$ cat config.mk
export PLATFORM = sky130hd
export DESIGN_NAME = pipe_hazard_ctrl
export DESIGN_NICKNAME = d
export VERILOG_FILES = /design/src/rtl/pipe_hazard_ctrl.sv
export SDC_FILE = /design/constraint.sdc
export NUM_CORES = 1
export LEC_CHECK = 0
export CORE_ASPECT_RATIO = 0.7
export CORE_MARGIN = 5
export CORE_UTILIZATION = 57
export DETAILED_ROUTE_END_ITERATION = 8
export PLACE_DENSITY_LB_ADDON = 0.3
export SYNTH_ARGS = -nofsm -noshare
export SYNTH_HDL_FRONTEND = slang
export SYNTH_SLANG_ARGS = --single-unit
export TNS_END_PERCENT = 100
$ cat constraint.sdc
create_clock -name clk -period 12.35 [get_ports clk]
set_input_delay 3.705 -clock clk [delete_from_list [all_inputs] [get_ports clk]]
set_output_delay 3.705 -clock clk [all_outputs]
set_load 0.01 [all_outputs]
$ cat src/rtl/pipe_hazard_ctrl.sv
// pipe_hazard_ctrl
// Issue-stage hazard controller for an in-order pipeline. It tracks the
// instructions in the DEPTH stages after issue, selects operand forwarding
// paths, stalls fetch on a load-use hazard, squashes the branch shadow and
// requests the boot PC load after reset.
//
// Ports
//   clk, rst                 clock; synchronous active-high reset
//   freeze                   hold all internal state for the cycle
//   issue_valid              instruction presented for issue
//   issue_wr, issue_is_load  instruction writes rd / instruction is a load
//   issue_rd/rn/rm/rs        destination and source register indices
//   use_rn/rm/rs             source is actually read
//   branch_taken             taken branch resolved for the entry-0 instruction
//   issue_ready              instruction accepted this cycle
//   stall_pc                 load-use hazard, fetch must hold
//   squash                   presented instruction is discarded
//   load_pc                  boot PC load request
//   fwd_rn/rm/rs             0 = register file, k = result of entry k-1
//   stage_valid              valid bit per tracked entry
module pipe_hazard_ctrl #(
    parameter int DEPTH       = 5,
    parameter int REG_BITS    = 4,
    parameter int LOAD_LAT    = 2,
    parameter int BOOT_CYCLES = 1,
    parameter int SHADOW      = 2,
    localparam int FW         = $clog2(DEPTH + 1)
) (
    input  logic                clk,
    input  logic                rst,
    input  logic                freeze,
    input  logic                issue_valid,
    input  logic                issue_wr,
    input  logic                issue_is_load,
    input  logic [REG_BITS-1:0] issue_rd,
    input  logic [REG_BITS-1:0] issue_rn,
    input  logic [REG_BITS-1:0] issue_rm,
    input  logic [REG_BITS-1:0] issue_rs,
    input  logic                use_rn,
    input  logic                use_rm,
    input  logic                use_rs,
    input  logic                branch_taken,
    output logic                issue_ready,
    output logic                stall_pc,
    output logic                squash,
    output logic                load_pc,
    output logic [FW-1:0]       fwd_rn,
    output logic [FW-1:0]       fwd_rm,
    output logic [FW-1:0]       fwd_rs,
    output logic [DEPTH-1:0]    stage_valid
);

    localparam int SW = (SHADOW < 1) ? 1 : $clog2(SHADOW + 1);
    localparam int BW = (BOOT_CYCLES < 2) ? 1 : $clog2(BOOT_CYCLES);

    typedef enum logic {BOOT, RUN} state_t;

    state_t              state, state_nxt;
    logic [BW-1:0]       boot_cnt, boot_nxt;
    logic [SW-1:0]       shadow_cnt;

    // Tracked entries: valid is control (reset), the rest is data (not reset).
    logic [DEPTH-1:0]    vld;
    logic [DEPTH-1:0]    wr;
    logic [DEPTH-1:0]    ld;
    logic [REG_BITS-1:0] rd [DEPTH];

    logic                hit_rn, hit_rm, hit_rs;
    logic                ld_rn, ld_rm, ld_rs;
    logic [FW-1:0]       idx_rn, idx_rm, idx_rs;
    logic                haz_rn, haz_rm, haz_rs, hazard;
    logic                counted_branch, squash_int, ready_int, insert;

    always_ff @(posedge clk) begin
        if (rst) begin
            state      <= BOOT;
            boot_cnt   <= '0;
            shadow_cnt <= '0;
            vld        <= '0;
        end else if (!freeze) begin
            state    <= state_nxt;
            boot_cnt <= boot_nxt;
            if (counted_branch) begin
                shadow_cnt <= SW'(SHADOW);
            end else if (shadow_cnt != '0) begin
                shadow_cnt <= shadow_cnt - SW'(1);
            end
            vld <= {vld[DEPTH-2:0], insert};
        end
    end

    always_ff @(posedge clk) begin
        if (!freeze) begin
            for (int i = DEPTH - 1; i > 0; i--) begin
                rd[i] <= rd[i-1];
            end
            rd[0] <= issue_rd;
            wr    <= {wr[DEPTH-2:0], issue_wr};
            ld    <= {ld[DEPTH-2:0], issue_is_load};
        end
    end

    always_comb begin
        state_nxt = state;
        boot_nxt  = boot_cnt;
        if (state == BOOT) begin
            if (boot_cnt == BW'(BOOT_CYCLES - 1)) begin
                state_nxt = RUN;
            end else begin
                boot_nxt = boot_cnt + BW'(1);
            end
        end

        // Scan oldest to youngest so the youngest matching writer wins.
        hit_rn = 1'b0; ld_rn = 1'b0; idx_rn = '0;
        hit_rm = 1'b0; ld_rm = 1'b0; idx_rm = '0;
        hit_rs = 1'b0; ld_rs = 1'b0; idx_rs = '0;
        for (int i = DEPTH - 1; i >= 0; i--) begin
            if (vld[i] && wr[i]) begin
                if (rd[i] == issue_rn) begin hit_rn = 1'b1; ld_rn = ld[i]; idx_rn = FW'(i); end
                if (rd[i] == issue_rm) begin hit_rm = 1'b1; ld_rm = ld[i]; idx_rm = FW'(i); end
                if (rd[i] == issue_rs) begin hit_rs = 1'b1; ld_rs = ld[i]; idx_rs = FW'(i); end
            end
        end

        // A load is not forwardable until it reaches entry LOAD_LAT.
        haz_rn = use_rn && hit_rn && ld_rn && (idx_rn < FW'(LOAD_LAT));
        haz_rm = use_rm && hit_rm && ld_rm && (idx_rm < FW'(LOAD_LAT));
        haz_rs = use_rs && hit_rs && ld_rs && (idx_rs < FW'(LOAD_LAT));
        hazard = haz_rn || haz_rm || haz_rs;

        // Only a real instruction in entry 0 can resolve a branch.
        counted_branch = branch_taken && vld[0] && !freeze && (state == RUN);
        squash_int     = (shadow_cnt != '0) || counted_branch;
        ready_int      = (state == RUN) && !freeze && (squash_int || !hazard);
        insert         = issue_valid && ready_int && !squash_int;

        issue_ready = 1'b0;
        stall_pc    = 1'b0;
        squash      = 1'b0;
        load_pc     = 1'b1;
        fwd_rn      = '0;
        fwd_rm      = '0;
        fwd_rs      = '0;
        stage_valid = '0;
        if (!rst) begin
            issue_ready = ready_int;
            stall_pc    = hazard && !squash_int;
            squash      = squash_int;
            load_pc     = (state == BOOT);
            fwd_rn      = (use_rn && hit_rn && !haz_rn) ? idx_rn + FW'(1) : '0;
            fwd_rm      = (use_rm && hit_rm && !haz_rm) ? idx_rm + FW'(1) : '0;
            fwd_rs      = (use_rs && hit_rs && !haz_rs) ? idx_rs + FW'(1) : '0;
            stage_valid = vld;
        end
    end

endmodule

==> run metrics, run 1 <==
sw power=81.1 uW; GR Overflow Total=0; Worst Skew=0.00662 ns; Die ar.=0.00566 sq mm; Post-DP Area=0.00282 sq mm; Worst setup EP type=output port; number of unique standard cell types used by synthesis=47; Die Height=64.5 um; register area=971 sq um; Cells after DPL=313; Synth Flop Type=edfxtp_1; Placeable Area=0.00402 sq mm; DP HPWL=4370 um; drt via density=5.73; cell count after synthesis=232; Die W=87.8 um; reg-to-reg slack, setup=10.56 ns; r2r worst-path depth=6; Resize count post-CTS=0; sequential share of the synthesized area=40.2%; Cell Pwr Density=107 mW/mm^2; vias in the first global route=1836; Post-synth EDFFs=27; CTS buffer count=5; Syn Nets=262; H-tree depth=2; Skew-Pair Late Insertion Delay=0.30 ns; fin crit share=84.4%; clock power share=34.8%; total track usage=20.8%; Slew Viols, Final=0; Arrival @ worst endpoint=6.72 ns; Final min period=10.42 ns; Starting Density=60.2%; Overall Power=313 uW; CP startpoint kind=input port; Port Buffer Count=43; footprint of the multi-input gates=0.00132 sq mm; Setup Buffers After CTS=0; ANT cells=0; WHS Endpoint=wr[1]$_DFFE_PN_; CTS Hold Bufs=0; FF+latch count, synth=35; Hold WS=0.451 ns; Fill cells=288; WL/cell=17.3 um; CTS tree=done; internal power component=232 uW; Longest Clk Path Bufs=2; CP Data Required Time=8.64 ns; Reg power frac=46.7%; final net count=298; max_cap viols=0; Async SR Flop Fraction=0%; first-pass GRT wire length=8980 um; worst r2r src=rd[0][7]$_DFFE_PN_; RD Place Congestion=0.900; status=finished, final reports clean; slew of the pin with the lowest slew margin=1.09 ns; clock slew at reported path FFs=0.07 ns; Total Wirelength=5560 um; fraction of layout cells with a size suffix above 1=9.29%; switching fraction of total power=26.0%; initial antenna violation count=0; HP Start=wr[0]$_DFFE_PN_; Setup Viol. Count Final=0; Post-Syn Area per Cell=10.4 sq um; yosys warns=0; Max FO, Critical Path=6; Finished Cell Area=0.00293 sq mm; # IOs=44; kind of critical path=in -> out; most common cell after layout, fill and taps aside=clkdlybuf4s50_1; R2R Path End=vld[0]$_SDFFE_PP0N_; RSZ-0062 raised after global routing=false; Final Non-Filler Cells=321; WHS Path Cells=0; synthesized area=0.00242 sq mm; Min-Delay Path Class=reg -> reg; final hold violations=0; Syn-to-layout area delta=21.4%; leakage=0.00103 uW; row count=19; worst rel slew slack=27.2%; f_max=95.9 MHz; peak supply drop=0.000103 V; TritonCTS Sinks=35; largest net degree at the start of global routing=29; post-route ant nets=0; root buffer cell=clkbuf_8; logic gate share of total power=18.5%; DRC Markers=0; commonest non-fill, non-tap cells in the layout=clkdlybuf4s50_1 (43), xnor2_1 (36), edfxtp_1 (27); vias=1840; setup TNS=0 ns; DRT Pass-1 Iters=4; Iter 0 DRT Violations=118
[registers in the layout, summed over array words and instances (netlist names)]
name and cells:
vld 5, wr 5, state 1, ld 2, rd 20, shadow_cnt 2
[synthesized netlist by cell type, types with 2 or more instances]
library cell | number | share of area (%)
nor2b_1 | 5 | 1.3
nand2b_1 | 4 | 1.0
inv_1 | 8 | 1.2
and3_1 | 3 | 0.78
nand2_1 | 11 | 1.7
a21oi_1 | 4 | 0.83
buf_4 | 4 | 1.2
dfxtp_1 | 8 | 6.6
nor3_1 | 4 | 0.83
xnor2_1 | 36 | 13
nand4_1 | 6 | 1.6
nor4_2 | 3 | 1.6
nand3_1 | 12 | 2.5
nand3_2 | 2 | 0.83
a211oi_1 | 2 | 0.62
edfxtp_1 | 27 | 34
mux2_2 | 2 | 0.93
buf_2 | 5 | 1.0
o21a_1 | 2 | 0.62
nor2_1 | 22 | 3.4
clkbuf_1 | 2 | 0.31
ha_1 | 4 | 2.1
nor3_2 | 2 | 0.83
and4_1 | 2 | 0.72
xor2_1 | 24 | 8.7
buf_6 | 3 | 1.4
mux2i_1 | 5 | 2.1
[area by class of cell]
cell class / count / share of cell area [%]
Inverter: 8 / 1.02
Clock buffer: 6 / 2.81
Multi-Input combinational cell: 175 / 45.0
Timing Repair Buffer: 43 / 14.7
Sequential cell: 35 / 33.1
Tap cell: 52 / 2.22
Clock inverter: 2 / 1.19
[worst max path at each step]
stage | endpoint | startpoint | depth (start not counted) | slack, ns
after floorplan | fwd_rm[2] | issue_rm[3] | 9 | 3.13
after global placement | fwd_rm[2] | issue_rm[3] | 10 | 2.00
after detailed placement | fwd_rm[2] | issue_rm[2] | 10 | 1.94
after CTS | fwd_rm[2] | issue_rm[0] | 10 | 1.95
after global routing | fwd_rm[2] | issue_rm[2] | 10 | 1.73
final | fwd_rm[2] | issue_rm[0] | 10 | 1.93
[per-stage QoR]
stage | utilization, % | setup WS, ns
floorplan | - | 3.13
global route | 73.0 | 1.73
detailed placement | 70.1 | 1.94
CTS | 73.0 | 1.95
finish | 73.0 | 1.93
global placement | 70.1 | 2.00
[metal layers]
layer | track usage [%] | part of all wire (%)
met1 | 29.5 | 46
met5 | 0 | 0
met2 | 29.8 | 44
met4 | 7.85 | 1.2
met3 | 6.20 | 8.3
[power by group through the flow]
stage / clock, uW / combinational (uW) / sequential [uW]
final: 109 / 57.9 / 146
after global routing: 114 / 64.0 / 147
after detailed placement: 0 / 57.5 / 148
after CTS: 109 / 58.2 / 146
after floorplan: 0 / 42.4 / 146
after global placement: 0 / 56.4 / 148
[worst max-delay path, stage by stage]
cell	delay, ns
clkdlybuf4s50_1	0.66
xnor2_1	0.18
nand3_2	0.09
nor3_2	0.36
nand2b_1	0.22
a21oi_1	0.06
ha_1	0.21
or4_1	0.54
a21oi_2	0.15
clkdlybuf4s50_1	0.55
[kinds of logic (layout without fill, tap and decap cells)]
group	after synthesis	after routing	share of synthesized area (%)
AND/OR/NAND/NOR	84	84	21.1
XOR/XNOR	60	60	21.7
flip-flops	35	35	40.2
buffers and inverters	22	59	5.23
AO/OA/AOI/OAI	18	18	5.59
multiplexers	9	9	4.09
adder cells (fa/ha/maj)	4	4	2.07
No activity file was read; power rests on OpenSTA's default activity.
==> inputs of run 2 (changes only) <==
- CORE_UTILIZATION: 57 -> 53
- clock period: 12.35 -> 9.9 ns (I/O delays scaled with it)
==> run metrics, run 2 (synthesis results as in run 1) <==
status=finished, final reports clean; Critical Path Slowest Stage Cell=clkdlybuf4s50_1; fraction of layout cells with a size suffix above 1=9.29%; Setup Viol. Count Final=0; Finished Cell Area=0.00293 sq mm; CTS tree=done; f_max=112 MHz; Worst setup EP type=output port; Most flops, register=rd; Slew Viols, Final=0; worst rel slew slack=28.1%; vias in the first global route=1809; logic gate share of total power=19.3%; Setup Buffers After CTS=0; Reg power frac=47.8%; CTS Hold Bufs=0; Longest Clk Path Bufs=2; Fill cells=355; root buffer cell=clkbuf_8; initial antenna violation count=0; Resize count post-CTS=0; Die ar.=0.00603 sq mm; Cell Pwr Density=131 mW/mm^2; H-tree depth=2; Starting Density=55.2%; Post-DP Area=0.00282 sq mm; kind of critical path=in -> out; Placeable Area=0.00438 sq mm; RD Place Congestion=0.856; Skew-Pair Late Insertion Delay=0.29 ns; row count=20; sw power=109 uW; RSZ-0062 raised after global routing=false; internal power component=274 uW; commonest non-fill, non-tap cells in the layout=clkdlybuf4s50_1 (43), xnor2_1 (36), edfxtp_1 (27); first-pass GRT wire length=9150 um; Largest regs=rd x20, vld x5, wr x5; TritonCTS Sinks=35; DP HPWL=4680 um; fin worst setup slack=0.974 ns; Final Non-Filler Cells=324; Crit path buffers/inverters=2; CP startpoint kind=input port; slew of the pin with the lowest slew margin=1.08 ns; Overall Power=383 uW; Worst Skew=0.00389 ns; setup TNS=0 ns; drt via density=5.65; vias=1830; ANT cells=0; largest net degree at the start of global routing=29; max reg flops=20; peak supply drop=0.000102 V; DRC Markers=0; final hold violations=0; CP Data Required Time=6.93 ns; Die W=90.7 um; post-route ant nets=0; final net count=298; GR Overflow Total=0; pre-CTS setup slack=0.923 ns; clock power share=32.9%; Iter 0 DRT Violations=90; leakage=0.00102 uW; most common cell after layout, fill and taps aside=clkdlybuf4s50_1; # IOs=44; fin crit share=90.2%; total track usage=19.8%; Cells after DPL=316; Crit path max-delay family=simple AND/OR/NAND/NOR gates; clock slew at reported path FFs=0.08 ns; Total Wirelength=5760 um; max incr delay on CP=0.57 ns; Port Buffer Count=43; CTS buffer count=5; Max FO, Critical Path=5; CP most frequent cell=clkdlybuf4s50_1; DRT Pass-1 Iters=4; Final min period=8.93 ns; Min-Delay Path Class=reg -> reg; Syn-to-layout area delta=21.3%; switching fraction of total power=28.5%; WL/cell=17.8 um; Arrival @ worst endpoint=5.96 ns; Die Height=66.5 um; max_cap viols=0; worst-path cell chain=clkdlybuf4s50_1 > xor2_1 > nor4_2 > nand3_1 > nand2b_1 > a21oi_1 > ha_1 > or4_1 > a21oi_2 > clkdlybuf4s50_1
## run 2: final timing paths
check	cells past startpoint	startpoint	to	slack (ns)
setup / recovery	10	issue_rm[2]	fwd_rm[2]	0.97
hold / removal	0	wr[0]$_DFFE_PN_	wr[1]$_DFFE_PN_	0.48
setup reg to reg	6	rd[0][7]$_DFFE_PN_	vld[0]$_SDFFE_PP0N_	8.11
hold reg to reg	0	wr[0]$_DFFE_PN_	wr[1]$_DFFE_PN_	0.48
## run 2: final cells by class
cell class	count	area, sq um	area share, %
timing repair buffer	43	430	14.7
sequential	35	971	33.1
tap	55	68.8	2.35
clock buffer	6	93.8	3.20
clock inverter	2	17.5	0.598
inverter	8	30.0	1.02
multi-input combinational	175	1320	45.0
## run 2: worst register-to-register path, stage by stage, from the launching register on
cell      delay [ns]
edfxtp_1        0.51
xor2_1          0.19
nor4_2          0.39
nand3_1         0.13
mux2_4          0.30
nand4_2         0.08
o21ai_1         0.07
## run 2: metal layers
metal  up-vias  track usage [%]  part of all wire, %
li1        881                -                    -
met2        70             28.8                   42
met1       872             29.5                   48
met3         7             4.06                  9.1
met4         0             5.95                  1.2
met5         -                0                    0
## run 2: power groups by stage
stage          combinational, uW  sequential [uW]  clock, uW
2_1_floorplan               52.9              182          0
3_5_place_dp                73.5              186          0
4_1_cts                     74.1              183        129
3_3_place_gp                71.0              185          0
6_report                    74.0              183        126
5_1_grt                     81.9              184        137
## run 2: stage by stage
stage	hold WS (ns)	util (%)
3_5_place_dp	0.456	64.4
3_3_place_gp	0.429	64.4
6_report	0.481	66.9
5_1_grt	0.480	66.9
2_1_floorplan	0.426	-
4_1_cts	0.475	66.9
==> inputs of run 3 (changes only) <==
- CAP_MARGIN: not set -> 20
==> run metrics, run 3 (synthesis results as in run 1) <==
switching fraction of total power=28.6%; HP Start=wr[0]$_DFFE_PN_; fraction of layout cells with a size suffix above 1=9.63%; vias in the first global route=1809; DP HPWL=4680 um; Placeable Area=0.00438 sq mm; CTS Hold Bufs=0; reg-to-reg slack, setup=8.11 ns; kind of critical path=in -> out; RSZ-0062 raised after global routing=false; DRT Pass-1 Iters=4; Longest Clk Path Bufs=2; CP Data Required Time=6.93 ns; TritonCTS Sinks=35; Skew-Pair Late Insertion Delay=0.29 ns; initial antenna violation count=0; Most flops, register=rd; CP startpoint kind=input port; Worst setup EP type=output port; first-pass GRT wire length=9150 um; GR Overflow Total=0; # IOs=44; Final min period=8.93 ns; Slew Viols, Final=0; WHS Path Cells=0; Worst Skew=0.00245 ns; Largest regs=rd x20, vld x5, wr x5; Critical Path Slowest Stage Cell=clkdlybuf4s50_1; Reg power frac=47.6%; Starting Density=55.2%; Setup Buffers After CTS=0; worst r2r src=rd[0][0]$_DFFE_PN_; Die Height=66.5 um; Cell Pwr Density=130 mW/mm^2; peak supply drop=0.000103 V; Min-Delay Path Class=reg -> reg; Total Wirelength=5810 um; Die ar.=0.00603 sq mm; max incr delay on CP=0.58 ns; max reg flops=20; Overall Power=385 uW; fin crit share=90.2%; largest net degree at the start of global routing=29; Iter 0 DRT Violations=85; status=finished, final reports clean; sw power=110 uW; internal power component=275 uW; slew of the pin with the lowest slew margin=0.660 ns; RD Place Congestion=0.856; row count=20; Levels on crit path=10; WL/cell=17.9 um; f_max=112 MHz; leakage=0.00104 uW; Arrival @ worst endpoint=5.96 ns; Crit path buffers/inverters=2; most common cell after layout, fill and taps aside=clkdlybuf4s50_1; max_cap viols=0; Resize count post-CTS=0; H-tree depth=2; R2R Path End=vld[0]$_SDFFE_PP0N_; worst-path cell chain=clkdlybuf4s50_1 > xor2_1 > nor4_2 > nand3_1 > nand2b_1 > a21oi_1 > ha_1 > or4_1 > a21oi_2 > clkdlybuf4s50_1; CTS tree=done; CTS buffer count=5; r2r worst-path depth=6; Max FO, Critical Path=5; logic gate share of total power=19.6%; final hold violations=0; WHS Endpoint=wr[1]$_DFFE_PN_; total track usage=19.8%; final net count=299; Syn-to-layout area delta=22.4%; post-route ant nets=0; DRC Markers=0; clock slew at reported path FFs=0.08 ns; vias=1796; root buffer cell=clkbuf_8; Die W=90.7 um; worst rel slew slack=55.6%; setup TNS=0 ns; Port Buffer Count=43; clock power share=32.8%; commonest non-fill, non-tap cells in the layout=clkdlybuf4s50_1 (43), xnor2_1 (36), edfxtp_1 (27); pre-CTS setup slack=0.923 ns; Crit path max-delay family=simple AND/OR/NAND/NOR gates; drt via density=5.53; Setup Viol. Count Final=0; fin worst setup slack=0.966 ns; ANT cells=0; CP most frequent cell=clkdlybuf4s50_1
run 3: cell types whose count changed in the layout (fill, tap and decap cells not counted):
cell / previous run / this run
buf_16: 0 / 1
run 3: layout make-up:
type                            count  area, sq um
Timing Repair Buffer               44          458
Clock buffer                        6         93.8
Inverter                            8         30.0
Fill cell                         347         1420
Clock inverter                      2         17.5
Sequential cell                    35          971
Tap cell                           55         68.8
Multi-Input combinational cell    175         1320
run 3: worst max-delay path by stage:
stage           startpoint         to  slack, ns
6_report       issue_rm[2]  fwd_rm[2]       0.97
5_1_grt        issue_rm[2]  fwd_rm[2]       0.81
4_1_cts        issue_rm[2]  fwd_rm[2]       0.96
3_5_place_dp   issue_rm[2]  fwd_rm[2]       0.92
3_3_place_gp   issue_rm[2]  fwd_rm[2]       1.04
2_1_floorplan  issue_rm[3]  fwd_rm[2]       2.15
run 3: routing by layer:
metal | part of all wire [%] | track usage [%]
met1 | 50 | 29.5
met5 | 0 | 0
met2 | 42 | 28.8
met4 | 0.91 | 5.95
met3 | 6.7 | 4.06
run 3: power groups by stage:
stage	Clock, uW	Sequential (uW)	Combinational, uW
2_1_floorplan	0	182	52.9
3_3_place_gp	0	185	71.0
3_5_place_dp	0	186	73.5
4_1_cts	129	183	74.1
5_1_grt	136	184	83.3
6_report	126	183	75.4
run 3: worst register-to-register path, stage by stage, from the launching register on:
cell and delay [ns]:
edfxtp_1 0.52, xnor2_1 0.19, nand3_1 0.15, nor3_4 0.31
mux2_4 0.35, nand4_2 0.08, o21ai_1 0.07
run 3: per-stage QoR:
stage          instances  utilization, %  hold slack (ns)  cell area, sq um
2_1_floorplan        232               -            0.426              2420
5_1_grt              325            67.6            0.480              2960
3_5_place_dp         316            64.4            0.456              2820
4_1_cts              324            66.9            0.475              2930
3_3_place_gp         316            64.4            0.429              2820
6_report             325            67.6            0.480              2960
